<file path="config.mk">
export PLATFORM = sky130hd
export DESIGN_NAME = full_adder1_flat
export DESIGN_NICKNAME = d
export VERILOG_FILES = /design/src/rtl/full_adder1_pkg.sv /design/src/rtl/full_adder1_if.sv /design/src/rtl/full_adder1.sv /design/src/flat_wrapper.sv
export SDC_FILE = /design/constraint.sdc
export NUM_CORES = 1
export LEC_CHECK = 0
export ABC_CLOCK_PERIOD_IN_PS = 900
export CAP_MARGIN = 15
export CELL_PAD_IN_SITES_DETAIL_PLACEMENT = 1
export CELL_PAD_IN_SITES_GLOBAL_PLACEMENT = 1
export CORE_AREA = 3 3 40 42
export DETAILED_ROUTE_END_ITERATION = 8
export DIE_AREA = 0 0 43 45
export GPL_ROUTABILITY_DRIVEN = 0
export GPL_TIMING_DRIVEN = 0
export PLACE_DENSITY = 0.43
export SKIP_CTS_REPAIR_TIMING = 1
export SLEW_MARGIN = 0
export SYNTH_ARGS = -nofsm -noshare
export SYNTH_HDL_FRONTEND = slang
export SYNTH_SLANG_ARGS = --single-unit
export TNS_END_PERCENT = 30
</file>
<file path="constraint.sdc">
create_clock -name clk -period 0.9 [get_ports clk]
set_input_delay 0.225 -clock clk [delete_from_list [all_inputs] [get_ports clk]]
set_output_delay 0.225 -clock clk [all_outputs]
set_load 0.02 [all_outputs]
</file>
<file path="src/rtl/full_adder1_pkg.sv">
// Shared helpers for the full adder cell: sum and carry expressed through
// the propagate/generate terms, so lookahead users see identical equations.
package full_adder1_pkg;

    function automatic logic fa_sum(input logic p, input logic cin);
        return p ^ cin;
    endfunction

    function automatic logic fa_carry(input logic p, input logic g, input logic cin);
        return g | (p & cin);
    endfunction

endpackage

</file>
<file path="src/rtl/full_adder1_if.sv">
// Signal bundle of one full adder cell: operands and enable in, combinational
// and registered results out.
interface full_adder1_if;
    logic en;
    logic a;
    logic b;
    logic cin;
    logic sum;
    logic carry;
    logic p;
    logic g;
    logic sum_q;
    logic carry_q;
    logic valid_q;

    modport master (
        output en, a, b, cin,
        input  sum, carry, p, g, sum_q, carry_q, valid_q
    );

    modport slave (
        input  en, a, b, cin,
        output sum, carry, p, g, sum_q, carry_q, valid_q
    );
endinterface

</file>
<file path="src/rtl/full_adder1.sv">
// Single-bit full adder leaf cell for ripple-carry chains: combinational
// sum/carry/p/g plus an optional enabled output register with async reset.
module full_adder1
    import full_adder1_pkg::*;
#(
    parameter bit REG_OUT = 1'b1
) (
    input  logic         clk,
    input  logic         rst,
    full_adder1_if.slave bus
);

    localparam logic RST_VAL = 1'b0;

    logic w_p;
    logic w_g;
    logic w_sum;
    logic w_carry;

    assign w_p     = bus.a ^ bus.b;
    assign w_g     = bus.a & bus.b;
    assign w_sum   = fa_sum(w_p, bus.cin);
    assign w_carry = fa_carry(w_p, w_g, bus.cin);

    assign bus.p     = w_p;
    assign bus.g     = w_g;
    assign bus.sum   = w_sum;
    assign bus.carry = w_carry;

    if (REG_OUT) begin : g_reg
        logic r_sum_q;
        logic r_carry_q;
        logic r_valid_q;

        // NOTE: non-blocking assignments keep every flop sampling pre-edge values.
        always_ff @(posedge clk or posedge rst) begin
            if (rst) begin
                r_sum_q   <= RST_VAL;
                r_carry_q <= RST_VAL;
                r_valid_q <= RST_VAL;
            end else if (bus.en) begin
                r_sum_q   <= w_sum;
                r_carry_q <= w_carry;
                r_valid_q <= 1'b1;
            end else begin
                r_valid_q <= 1'b0;
            end
        end

        assign bus.sum_q   = r_sum_q;
        assign bus.carry_q = r_carry_q;
        assign bus.valid_q = r_valid_q;
    end else begin : g_comb
        // Clock and reset have no effect in the pass-through build.
        logic w_unused;
        assign w_unused = clk ^ rst;

        assign bus.sum_q   = w_sum;
        assign bus.carry_q = w_carry;
        assign bus.valid_q = bus.en;
    end

endmodule

</file>
<file path="src/flat_wrapper.sv">
// flat-port wrapper written by rule: the top's interface ports become plain ports
module full_adder1_flat import full_adder1_pkg::*;
#(
    parameter bit REG_OUT = 1'b1
)
  (clk, rst, bus_en, bus_a, bus_b, bus_cin, bus_sum, bus_carry, bus_p, bus_g, bus_sum_q, bus_carry_q, bus_valid_q);
  full_adder1_if bus_i ();
  input  logic clk;
  input  logic rst;
  input wire logic [$bits(bus_i.en)-1:0] bus_en;
  input wire logic [$bits(bus_i.a)-1:0] bus_a;
  input wire logic [$bits(bus_i.b)-1:0] bus_b;
  input wire logic [$bits(bus_i.cin)-1:0] bus_cin;
  output wire logic [$bits(bus_i.sum)-1:0] bus_sum;
  output wire logic [$bits(bus_i.carry)-1:0] bus_carry;
  output wire logic [$bits(bus_i.p)-1:0] bus_p;
  output wire logic [$bits(bus_i.g)-1:0] bus_g;
  output wire logic [$bits(bus_i.sum_q)-1:0] bus_sum_q;
  output wire logic [$bits(bus_i.carry_q)-1:0] bus_carry_q;
  output wire logic [$bits(bus_i.valid_q)-1:0] bus_valid_q;
  assign bus_i.en = bus_en;
  assign bus_i.a = bus_a;
  assign bus_i.b = bus_b;
  assign bus_i.cin = bus_cin;
  assign bus_sum = bus_i.sum;
  assign bus_carry = bus_i.carry;
  assign bus_p = bus_i.p;
  assign bus_g = bus_i.g;
  assign bus_sum_q = bus_i.sum_q;
  assign bus_carry_q = bus_i.carry_q;
  assign bus_valid_q = bus_i.valid_q;
  full_adder1 #(.REG_OUT(REG_OUT)) u_core (.clk(clk), .rst(rst), .bus(bus_i));
endmodule
</file>
Word-level counts from Yosys, hierarchy flattened

Cells that the tools add are included.

Input port bits: 6
Word-level logic and storage cells: 9
Register bits after elaboration: 3
Output and inout port bits: 7

Bitwise operators: 5
Mux-type cells: 1

Operator list:

| cell        | count |
|---|---|
| $and 1x1->1 | 2 |
| $xor 1x1->1 | 2 |
| $mux 1      | 1 |
| $or 1x1->1  | 1 |

Longest topological paths before layout

Word-level depth: 3
Mapped depth: 2
Gate-level depth less buffers: 2

Worst setup path after synthesis

OpenSTA, ideal clock, no wires.

Path type: input to register
From: in bus_cin
To: reg u_core.g_reg.r_sum_q, in the netlist u_core.bus.sum_q
Data required time: 775 ps
Arrival time: 1102 ps
Path buffers: 0
Setup time: 125 ps
Path slack: -327 ps
Cell stages on the path: 2
Cells stage by stage: fa_1 -> mux2_2

Word-level cells in the longest chain between the ends: 1

Ends and longest elaborated chain:

| element              | line                 | RTL |
|---|---|---|
| start, declared      | flat_wrapper.sv:13   | `input wire logic [$bits(bus_i.cin)-1:0] bus_cin;` |
| $xor 1x1->1          | full_adder1_pkg.sv:6 | `return p ^ cin;` |
| end signal, assigned | full_adder1.sv:42    | `r_sum_q <= w_sum;` |
| end, declared        | full_adder1.sv:31    | `logic r_sum_q;` |

No other way between the ends.
A chain may end at the register's enable or synchronous reset.

Worst setup path in the final report

From: in bus_a
To: out bus_sum

Word-level cells in the longest chain between the ends: 2

Ends and longest elaborated chain:

| element         | line                 | RTL |
|---|---|---|
| start, declared | flat_wrapper.sv:11   | `input wire logic [$bits(bus_i.a)-1:0] bus_a;` |
| $xor 1x1->1     | full_adder1.sv:20    | `assign w_p = bus.a ^ bus.b;` |
| $xor 1x1->1     | full_adder1_pkg.sv:6 |  |
| end, declared   | flat_wrapper.sv:14   | `output wire logic [$bits(bus_i.sum)-1:0] bus_sum;` |

No other way between the ends.

==> run summary <==
* buf_8 > fa_2 > buf_6 — list of cells traversed by the critical path
* 10.4% — Initial Util
* 3.29 — vias per cell
* true — RSZ-0062 raised after global routing
* 0 — initial antenna violation count
* 279 µm² — placement-stage cell area
* 43 µm — die span in x
* 90.1% — Slew headroom
* 8 — synthesized instance count
* 295 µm² — post-route cell area
* 135 — vias after detailed routing
* 0.000565 W — Power Total
* output port — endpoint kind of the worst setup timing path
* 0.149 ns — slew at the pin closest to its max-slew limit
* 0.23 ns — later-pin clock latency in the skew report
* in2out — critical path class
* 1 — depth of the worst register-to-register path
* sky130_fd_sc_hd__clkbuf_4 — cell chosen for the clock root
* 0.57 ns — worst stage delay on the critical path
* sky130_fd_sc_hd__buf_2 — most common cell after layout, fill and taps aside
* 12 — number of buffers inserted by port buffering
* 0 — Post-DRT Antenna Nets
* 69.2% — ratio of cells with drive above 1 in the final layout
* 138% — final clock period utilization by the worst path
* 13 — Std-Cell Rows
* 5.01% — GRT Resource Usage Total
* 35 — cell total after placement
* 9.12 µm — routed length per placed instance
* u_core.bus.sum_q — endpoint of the worst-slack reg-to-reg timing path
* 0 — number of antenna repair diodes
* 5 x sky130_fd_sc_hd__buf_2, 3 x sky130_fd_sc_hd__clkbuf_4, 3 x sky130_fd_sc_hd__dfrtp_1 — commonest cells after routing, fill and taps aside
* 1280 µm² — Core Box Area
* input pin — Startpoint Class
* 0.157 nW — leakage power of the design
* u_core.bus.sum_q — beginning of the worst register-to-register path
* 56.1% — fraction of the yosys area taken by sequential cells
* 3 — clock net sink count
* 0.164 ns — Hold Slack
* 0.04 ns — clock input transition at the sequential cells of the worst setup and hold paths
* 0 — number of warnings printed during yosys synthesis
* 3 — TritonCTS Buffers
* 156 — via count of the first global-routing pass
* 41 — count of non-filler cells in the finished layout
* 0 — max_cap viols
* 45 µm — vertical die dimension
* 1 — CTS H-tree lvls
* 0 — Hold Vio Cnt, Final
* 5 — Synth cell types
* 146 — fillcell total
* 121% — post-synthesis to final-layout area growth
* 134 µm² — synthesized cell area
* in2async — worst hold-check path type
* 614 µm — global-route wire length before repair
* 0 ns — setup clock skew after layout
* 1910 nW/µm² — cell area power density
* 16 — synthesized netlist net count
* 374 µm — final wirelength
* -0.339 ns — fin worst setup slack
* 4 — largest net degree at the start of global routing
* 13 — Ports
* finished, violations left — status
* sky130_fd_sc_hd__fa_2 — Critical Path Slowest Stage Cell
* setup timing — failing checks
* 807 MHz — highest clock rate
* 2 — largest fanout on the critical path
* 1.01 ns — Crit path arrival time
* 0.67 ns — required time of the critical path
* 0 — initial DRC count
* 0 — post-detailed-route DRC marker count
* 1.24 ns — clock period minus worst slack
* 35 — nets
* 0.15 ns — worst-case register-to-register setup slack
* 0.390 mV — maximum ir drop on the vdd rail
* 1940 µm² — Die Outline Area
* 3 — register bit count reported by yosys
* 0 — max-slew violation total from the final report
* -1.22 ns — worst setup slack before clock tree synthesis
* 1 — number of optimization iterations in the first detailed-route pass
* 16.7 µm² — synthesized area per cell
* 0 — GRT Residual Overflow
* 2 — buffer levels on the longest clock path
* 8 — Final setup viols
* done — CTS tree
## area by class of cell
| class | count | area (µm²) | area share [%] |
|---|---|---|---|
| clock buffers | 4 | 26.3 | 8.90 |
| inverters | 1 | 3.75 | 1.27 |
| multi-input cells | 4 | 61.3 | 20.8 |
| flip-flops and latches | 3 | 75.1 | 25.4 |
| well taps | 15 | 18.8 | 6.36 |
| repair buffers | 14 | 110 | 37.3 |
## layer usage
metal,global-route usage (%),share of wire (%),up-vias
met4,9.04,0,0
met3,3.19,12,0
met2,6.59,47,11
met1,3.65,41,63
met5,0,0,-
li1,-,-,61
## state kept, by name (all words and copies together), names as in the netlist
signal and count:
u_core.bus.carry_q 1, u_core.bus.valid_q 1, u_core.bus.sum_q 1
## metrics by stage
| stage | setup TNS (ns) | util (%) |
|---|---|---|
| final | -1.06 | 23.0 |
| after CTS | -6.29 | 23.8 |
| after floorplan | -0.569 | - |
| after global placement | -5.96 | 21.7 |
| after global routing | -1.26 | 23.0 |
| after detailed placement | -6.02 | 21.7 |
## report_power, final
part / internal, W / switching, W
registers: 0.000153 / 0.00000694
clock network: 0.000166 / 0.0000674
logic: 0.0000889 / 0.0000835
## cell families after synthesis
group | share of synthesized area (%)
adder cells (fa/ha/maj) | 24.3
multiplexers | 16.8
flip-flops | 56.1
buffers and inverters | 2.80
## worst max path at each step
stage / from / end / slack, ns / depth (start not counted)
after floorplan: bus_a / u_core.bus.sum_q / -0.24 / 2
after global placement: bus_a / bus_sum / -1.22 / 3
after detailed placement: bus_a / bus_sum / -1.22 / 3
after CTS: bus_a / bus_sum / -1.23 / 3
after global routing: bus_a / bus_sum / -0.37 / 3
final: bus_a / bus_sum / -0.34 / 3
## cells in the mapped netlist (all sizes together)
cell	number	share of area, %
ha	1	9.3
mux2	2	17
fa	1	15
inv	1	2.8
dfrtp	3	56
## critical path: cells and delay by family
| kind | cells | cell delay, ns |
|---|---|---|
| buffers and inverters | 2 | 0.22 |
| adders and majority gates | 1 | 0.57 |
No activity file was read; power rests on OpenSTA's default activity.
